`src/rtl/dijkstra_control.sv`:
```
// Sequencer for one shortest-path run: initialises the distance and visited
// stores, then loops select-min / mark-visited / relax-neighbours until done.
module dijkstra_control #(
  parameter int MAX_NODES   = 16,
  parameter int INDEX_WIDTH = 4,
  parameter int DIST_WIDTH  = 16
) (
  input  logic                   clock,
  input  logic                   reset,
  input  logic                   start,
  input  logic [INDEX_WIDTH-1:0] number_of_nodes,
  input  logic [INDEX_WIDTH-1:0] source,
  output logic                   busy,
  output logic                   done,
  output logic                   unreachable,
  output logic                   vs_reset,
  output logic [INDEX_WIDTH-1:0] vs_number_of_nodes,
  output logic                   vs_set_en,
  output logic [INDEX_WIDTH-1:0] vs_index,
  output logic [INDEX_WIDTH-1:0] vs_prev_node,
  input  logic [INDEX_WIDTH-1:0] vs_unvisited,
  output logic                   min_req,
  input  logic                   min_ack,
  input  logic [INDEX_WIDTH-1:0] min_index,
  input  logic [DIST_WIDTH-1:0]  min_dist,
  input  logic [INDEX_WIDTH-1:0] min_prev,
  output logic                   dist_wr_en,
  output logic [INDEX_WIDTH-1:0] dist_wr_index,
  output logic [DIST_WIDTH-1:0]  dist_wr_data,
  output logic [INDEX_WIDTH-1:0] dist_wr_prev,
  output logic                   edge_rd_en,
  output logic [INDEX_WIDTH-1:0] edge_from,
  output logic [INDEX_WIDTH-1:0] edge_to,
  input  logic [DIST_WIDTH-1:0]  edge_weight,
  input  logic [DIST_WIDTH-1:0]  edge_to_dist
);

  // One extra bit so the phase counter can reach N without wrapping.
  localparam int CW = (($clog2(MAX_NODES) > INDEX_WIDTH) ? $clog2(MAX_NODES) : INDEX_WIDTH) + 1;
  localparam logic [DIST_WIDTH-1:0] INF = '1;

  typedef enum logic [2:0] {
    S_IDLE, S_INIT, S_SELECT, S_MARK, S_RELAX, S_CHECK, S_DONE
  } state_t;

  state_t                 state_q, state_d;
  logic [CW-1:0]          cnt_q, cnt_d;
  logic [INDEX_WIDTH-1:0] n_q, n_d;
  logic [INDEX_WIDTH-1:0] src_q, src_d;
  logic [INDEX_WIDTH-1:0] cur_q, cur_d;
  logic [DIST_WIDTH-1:0]  dist_q, dist_d;
  logic [INDEX_WIDTH-1:0] prev_q, prev_d;
  logic                   unr_q, unr_d;

  logic                   cnt_at_n;
  logic [DIST_WIDTH:0]    cand;
  logic [INDEX_WIDTH-1:0] col_m1;

  assign cnt_at_n = (cnt_q == CW'(n_q));
  assign cand     = {1'b0, dist_q} + {1'b0, edge_weight};
  assign col_m1   = cnt_q[INDEX_WIDTH-1:0] - INDEX_WIDTH'(1);

  always_ff @(posedge clock or posedge reset) begin
    if (reset) begin
      state_q <= S_IDLE;
      cnt_q   <= '0;
      n_q     <= '0;
      src_q   <= '0;
      cur_q   <= '0;
      dist_q  <= '0;
      prev_q  <= '0;
      unr_q   <= 1'b0;
    end else begin
      state_q <= state_d;
      cnt_q   <= cnt_d;
      n_q     <= n_d;
      src_q   <= src_d;
      cur_q   <= cur_d;
      dist_q  <= dist_d;
      prev_q  <= prev_d;
      unr_q   <= unr_d;
    end
  end

  always_comb begin
    state_d       = state_q;
    cnt_d         = cnt_q;
    n_d           = n_q;
    src_d         = src_q;
    cur_d         = cur_q;
    dist_d        = dist_q;
    prev_d        = prev_q;
    unr_d         = unr_q;
    done          = 1'b0;
    vs_reset      = 1'b0;
    vs_set_en     = 1'b0;
    vs_index      = '0;
    vs_prev_node  = '0;
    min_req       = 1'b0;
    dist_wr_en    = 1'b0;
    dist_wr_index = '0;
    dist_wr_data  = '0;
    dist_wr_prev  = '0;
    edge_rd_en    = 1'b0;
    edge_from     = '0;
    edge_to       = '0;

    unique case (state_q)
      S_IDLE: begin
        if (start) begin
          n_d   = number_of_nodes;
          src_d = source;
          unr_d = 1'b0;
          cnt_d = '0;
          if (number_of_nodes == '0 || source >= number_of_nodes) begin
            unr_d   = 1'b1;
            state_d = S_DONE;
          end else begin
            state_d = S_INIT;
          end
        end
      end
      S_INIT: begin
        dist_wr_en = 1'b1;
        vs_reset   = (cnt_q == '0);
        if (cnt_at_n) begin
          dist_wr_index = src_q;
          dist_wr_data  = '0;
          dist_wr_prev  = src_q;
          cnt_d         = '0;
          state_d       = S_SELECT;
        end else begin
          dist_wr_index = cnt_q[INDEX_WIDTH-1:0];
          dist_wr_data  = INF;
          cnt_d         = cnt_q + CW'(1);
        end
      end
      S_SELECT: begin
        min_req = 1'b1;
        if (min_ack) begin
          cur_d  = min_index;
          dist_d = min_dist;
          prev_d = min_prev;
          if (min_dist == INF) begin
            unr_d   = 1'b1;
            state_d = S_DONE;
          end else begin
            state_d = S_MARK;
          end
        end
      end
      S_MARK: begin
        vs_set_en    = 1'b1;
        vs_index     = cur_q;
        vs_prev_node = prev_q;
        cnt_d        = '0;
        state_d      = S_RELAX;
      end
      S_RELAX: begin
        // Issue column j while evaluating column j-1 returned by the edge memory.
        if (!cnt_at_n) begin
          edge_rd_en = 1'b1;
          edge_from  = cur_q;
          edge_to    = cnt_q[INDEX_WIDTH-1:0];
        end
        if (cnt_q != '0 && edge_weight != INF && cand < {1'b0, edge_to_dist}) begin
          dist_wr_en    = 1'b1;
          dist_wr_index = col_m1;
          dist_wr_data  = cand[DIST_WIDTH-1:0];
          dist_wr_prev  = cur_q;
        end
        if (cnt_at_n) begin
          cnt_d   = '0;
          state_d = S_CHECK;
        end else begin
          cnt_d = cnt_q + CW'(1);
        end
      end
      S_CHECK: begin
        state_d = (vs_unvisited == '0) ? S_DONE : S_SELECT;
      end
      S_DONE: begin
        done    = 1'b1;
        state_d = S_IDLE;
      end
      default: state_d = S_IDLE;
    endcase
  end

  assign busy               = (state_q != S_IDLE);
  assign unreachable        = unr_q;
  assign vs_number_of_nodes = n_q;

endmodule

```
`config.mk`:
```
export PLATFORM = sky130hd
export DESIGN_NAME = dijkstra_control
export DESIGN_NICKNAME = d
export VERILOG_FILES = /design/src/rtl/dijkstra_control.sv
export SDC_FILE = /design/constraint.sdc
export NUM_CORES = 1
export LEC_CHECK = 0
export CORE_ASPECT_RATIO = 0.6
export CORE_MARGIN = 8
export CORE_UTILIZATION = 43
export CTS_BUF_LIST = sky130_fd_sc_hd__clkbuf_8
export DETAILED_ROUTE_END_ITERATION = 7
export GPL_TIMING_DRIVEN = 0
export PLACE_DENSITY = 0.8
export SETUP_SLACK_MARGIN = 0.2
export SYNTH_ARGS = -nofsm -noshare
export SYNTH_HDL_FRONTEND = slang
export SYNTH_SLANG_ARGS = --single-unit
```
`constraint.sdc`:
```
create_clock -name clock -period 5.7 [get_ports clock]
set_input_delay 1.14 -clock clock [delete_from_list [all_inputs] [get_ports clock]]
set_output_delay 1.14 -clock clock [all_outputs]
set_load 0.05 [all_outputs]
```
== Word-level counts from Yosys, hierarchy flattened ==
Cells that the tools add are included.
Storage, ports and cells
  bits in read-only memories: 0
  memories kept: 0
  bits in latches: 0
  output and inout port bits: 52
  logic and storage cells: 83
  bits in registers: 41
  bits of input ports: 72
  RAM bits: 0
Cells by class
  reductions and logical operators: 17
  multiplexer cells: 39
  $lt $le $gt $ge: 2
  shift-type cells: 0
  add/subtract/negate cells: 3
  divide/modulo/power cells: 0
  $mul: 0
  equal/unequal tests: 14
  bitwise operators: 0
Operators by type and width (count)
  $mux 4: 10
  $mux 16: 2
  $pmux 16 s2: 1
  $mux 3: 7
  $pmux 3 s6: 1
  $add 16x16->17: 1
  $lt 17x16->1: 1
  $eq 16x16->1 const B: 1
  $ne 16x16->1 const B: 1
  $pmux 4 s2: 2
  $pmux 5 s3: 1
  $mux 1: 11
  $mux 5: 2
  $ne 2x2->1 const B: 5
  $eq 3x3->1 const B: 3
  $logic_not 4->1: 2
  $reduce_and 4->1: 2
  $eq 3x2->1 const B: 2
  $reduce_and 2->1: 3
  $reduce_bool 3->1: 2
  $add 5x1->5 const B: 1
  $eq 5x4->1: 1
  $logic_not 5->1: 1
  $reduce_bool 5->1: 1
  9 further kinds: 11

== Depth between registers and ports, before layout ==
Gate-level depths: netlist of run 1.
  word-level depth: 5
  mapped depth: 16
  depth with buffers taken out: 15

== Worst setup path before layout of run 1 ==
No wires, ideal clock.
  kind: input-to-output
  start point: input edge_weight[0]
  end point: output dist_wr_data[12]
  path buffers: 0
  arrival: 5144 ps
  cell stages on the path: 14
  slack: -584 ps
  path through: ha_1 > fa_1 > a211oi_1 > nor3_1 > o311ai_1 > o21ai_2 > xnor2_1 > inv_1 > ha_1 > and4_1 > a221oi_1 > a31oi_1 > a211o_1 > o21ai_0
On the way
  cells in the longest elaborated chain, start to end: 5
Ends and longest elaborated chain
  from (decl): line 34  | input logic [DIST_WIDTH-1:0] edge_weight,
  $add 16x16->17 / $ne 16x16->1 (equally long branches): line 60, 166
  $lt 17x16->1 / $logic_and 1x1->1 (equally long branches): line 166  | if (cnt_q != '0 && edge_weight != INF && cand < {1'b0, edge_to_dist}) begin
  $logic_and 1x1->1: line 166
  $mux 16 *: line 166
  $pmux 16 s2 *: line 108  | unique case (state_q)
  to (decl): line 29  | output logic [DIST_WIDTH-1:0] dist_wr_data,
Every way passes the cells marked *; elsewhere a longest branch is shown, timed or not.

== Final worst setup path of run 1 ==
  start point: input edge_weight[0]
  end point: output dist_wr_data[9]
The elaborated chain is that of the path after synthesis.

==> impl_metrics.csv, run 1 <==
group,metric,value,unit
outcome,status,"complete, but fails checks",
outcome,violations,"negative setup slack",
pwr,powerDensity,624,nW/um^2
clocking,cts_max_path_buffers,2,
detailed_routing,top_layer,"met4",
clocking,cts_buffers,5,
logic_synthesis,yosys_warnings,0,
worst_setup_path,r2r_end,"src_q[1]$_DFFE_PP0P_",
clocking,h-tree-depth,2,
sta,fmax,0.167,GHz
sta,layout_min_cycle_time,6.00,ns
sta,fin_skew,0.00673,ns
clocking,cts_root_buffer,"clkbuf_8",
min_path,min_path_type,"reg -> reg",
logic_synthesis,synth_seq_cells,41,
min_path,hold_end,"prev_q[3]$_DFFE_PP0P_",
pwr,p_clk_share,6.8,%
final_layout,multi_input_area,2790,sq um
placement,dp_hpwl,9710,um
grt,grt_antenna_before_repair,0,
clocking,cts.reportedPaths.clkPinSlew,0.08,ns
floorplanning,ios,124,
pwr,p_leak,2.56,nW
sta,setup_violations,24,
worst_setup_path,worst_setup_path_start_kind,"input port",
floorplanning,std_cell_rows,25,
min_path,holdPathStages,1,
pwr,switchingPower,1.79,mW
detailed_routing,ant_nets,0,
logic_synthesis,async_flop_share,100,%
logic_synthesis,synth_cells,390,
grt,grt_pass1_wl,20500,um
logic_synthesis,synth_area,3550,sq um
final_layout,num-fill-cells,569,
pwr,internal_power,1.83,mW
worst_setup_path,regToRegSetupSlack,3.36,ns
worst_setup_path,rr_worst_depth,5,
detailed_routing,wl_met3,927,um
detailed_routing,wl_met1,5870,um
detailed_routing,drt-wirelength-per-cell,19.7,um
floorplanning,die_area,11500,sq um
logic_synthesis,synth_top_area_cell,"dfrtp_1",
clocking,clk_latency,0.29,ns
flow_run,maxCapViolations,0,
clocking,cts.sinks,41,
logic_synthesis,synth_ff_type,"dfrtp_1",
sta,tightest_slew,0.975,ns
worst_setup_path,cp_data_arrival_time,4.86,ns
sta,finalMaxSlewViolations,0,
final_layout,utilization,73.1,%
worst_setup_path,worstSetupPathType,"in -> out",
clocking,cts_hold_buf,0,
placement,placed_cells,621,
worst_setup_path,crit_path_end_kind,"output port",
detailed_routing,drc,0,
grt,groute.usage.overall,21.9,%
pwr,p_seq_share,14.9,%
logic_synthesis,syn_nets,501,
sta,rsz0062_at_grt,"yes",
logic_synthesis,ys_seq_area_share,28.9,%
logic_synthesis,synth_edf_count,0,
grt,grt_pass1_vias,3886,
detailed_routing,dr.pass1.iters,4,
detailed_routing,route.vias.total,3625,
logic_synthesis,synth.top_cells.by_area,"dfrtp_1 29%, ha_1 13%, mux2_2 8.9%",
logic_synthesis,yosysUniqueCellTypes,53,
detailed_routing,drtIter0Drc,292,
pwr,switching_share,49.5,%
logic_synthesis,avgSynthCellArea,9.10,sq um
grt,grt_max_degree,42,
floorplanning,initial_core_util,44.7,%
final_layout,num-nets-final,653,
sta,layout_worst_path_cycle_share,105,%
final_layout,area_growth,63.5,%
final_layout,final_common_cell,"clkdlybuf4s50_1",
detailed_routing,via_per_inst,5.57,
floorplanning,core_area,7950,sq um
worst_setup_path,worstPathMaxFanout,5,
final_layout,num_antenna_cells,0,
placement,io_buffers,123,
floorplanning,fp.dieH,86.4,um
worst_setup_path,r2r-start,"state_q[2]$_DFFE_PP0P_",
clocking,cts_tree,"built",
detailed_routing,route.met2.wl,5940,um
min_path,worstHoldStart,"prev_q[3]$_DFFE_PP0P_",
pwr,ir_drop,0.000411,V
grt,gr-total-overflow,0,
sta,finalWorstSetupSlack,-0.296,ns
final_layout,finalNonFillerCells,651,
final_layout,layout_common_cells,"87 x clkdlybuf4s50_1, 41 x dfrtp_1, 33 x inv_1, 28 x mux2_2",
final_layout,seq_area,1030,sq um
placement,gp_congestion,0.966,
sta,hold_viol,0,
sta,slew_headroom,34.4,%
detailed_routing,totalWireLength,12800,um
final_layout,drive_gt1_share,28.7,%
worst_setup_path,required,4.56,ns
logic_synthesis,synthDominantCellAreaShare,28.9,%
pwr,pwr-share-comb,78.3,%
floorplanning,die_width,133,um
worst max path at each step:
stage | startpoint | end
global placement | edge_weight[0] | dist_wr_data[14]
floorplan | edge_weight[0] | dist_wr_index[0]
detailed placement | edge_weight[0] | dist_wr_data[14]
CTS | edge_weight[0] | dist_wr_data[9]
finish | edge_weight[0] | dist_wr_data[9]
global route | edge_weight[0] | dist_wr_data[9]
cell usage after synthesis, types with 6 or more instances:
cell type	number
a211oi_1	7
a21o_1	30
a21oi_1	13
and2_1	7
clkbuf_1	7
dfrtp_1	41
ha_1	38
inv_1	33
mux2_2	28
nand2_1	18
nand3_1	6
nand4_1	10
nor2_1	26
nor3_1	9
o21ai_0	15
xnor2_1	12
xor2_1	10
sequential cells by signal, indices dropped and copies added, names as in the netlist:
signal	cells
prev_q	4
dist_q	16
state_q	3
vs_number_of_nodes	4
src_q	4
cnt_q	5
unreachable	1
cur_q	4
metrics by stage:
step / area, sq um / power, mW / setup WS, ns / hold slack [ns] / setup TNS, ns
floorplan: 3770 / 2.25 / 0.107 / 0.472 / 0
global placement: 5140 / 2.83 / -1.61 / 0.482 / -37.32
detailed placement: 5140 / 2.89 / -1.68 / 0.488 / -39.00
CTS: 5760 / 3.54 / -0.200 / 0.506 / -2.56
global route: 5810 / 3.84 / -0.407 / 0.524 / -7.56
finish: 5810 / 3.62 / -0.296 / 0.502 / -4.77
layer usage:
layer	GRT usage [%]	vias up
li1	-	1722
met1	28.7	1767
met2	36.2	128
met3	5.72	8
met4	3.65	0
met5	0	-
critical path: stages:
cell      delay, ns
buf_8          0.10
ha_4           0.15
fa_2           0.36
a211oi_4       0.25
nor3_2         0.10
o311ai_2       0.26
buf_4          0.20
a21boi_2       0.07
xor2_1         0.21
ha_1           0.29
a21oi_2        0.17
o22ai_1        0.08
or3_1          0.33
a211o_4        0.36
a21oi_4        0.26
buf_12         0.15
buf_16         0.11
a21o_4         0.12
buf_8          0.14
power groups by stage:
stage          logic (mW)  clock network [mW]  registers (mW)
5_1_grt              3.02               0.262           0.560
3_3_place_gp         2.31                   0           0.521
6_report             2.84               0.246           0.541
3_5_place_dp         2.36                   0           0.531
4_1_cts              2.76               0.249           0.540
2_1_floorplan        1.69                   0           0.561
area by class of cell:
class	instances	share of cell area, %
Clock inverter	2	0.582
Tap cell	108	2.33
Inverter	34	2.20
Buffer	14	1.38
Sequential cell	41	17.7
Clock buffer	6	1.42
Timing Repair Buffer	145	26.4
Multi-Input combinational cell	301	48.0
kinds of logic after synthesis:
group                      after synthesis  synth area share (%)
AOI/OAI and AO/OA                      105                  20.8
muxes                                   32                  10.0
xor gates and xnor gates                22                  5.43
buffers and inverters                   48                  5.74
and+or+nand+nor                        103                  15.2
DFF                                     41                  28.9
adders and majority gates               39                  14.0
timing repair:
| item | in CTS | in global routing |
|---|---|---|
| setup endpoints to repair | 25 | 25 |
| cloned | 1 | 0 |
| hold endpoints to repair | 0 | 0 |
| gates resized for setup | 249 | 6 |
| pin swaps | 36 | 8 |
| buffers inserted | 18 | 3 |
Power figures use the tool's default switching activity.
==> run 2: changes to the inputs <==
--- a/config.mk
+++ b/config.mk
@@ -5,6 +5,7 @@
 export SDC_FILE = /design/constraint.sdc
 export NUM_CORES = 1
 export LEC_CHECK = 0
+export ABC_CLOCK_PERIOD_IN_PS = 5700
 export CORE_ASPECT_RATIO = 0.6
 export CORE_MARGIN = 8
 export CORE_UTILIZATION = 43
==> results of run 2 <==
The final DEF is identical to that of run 1; final timing and power are the same.
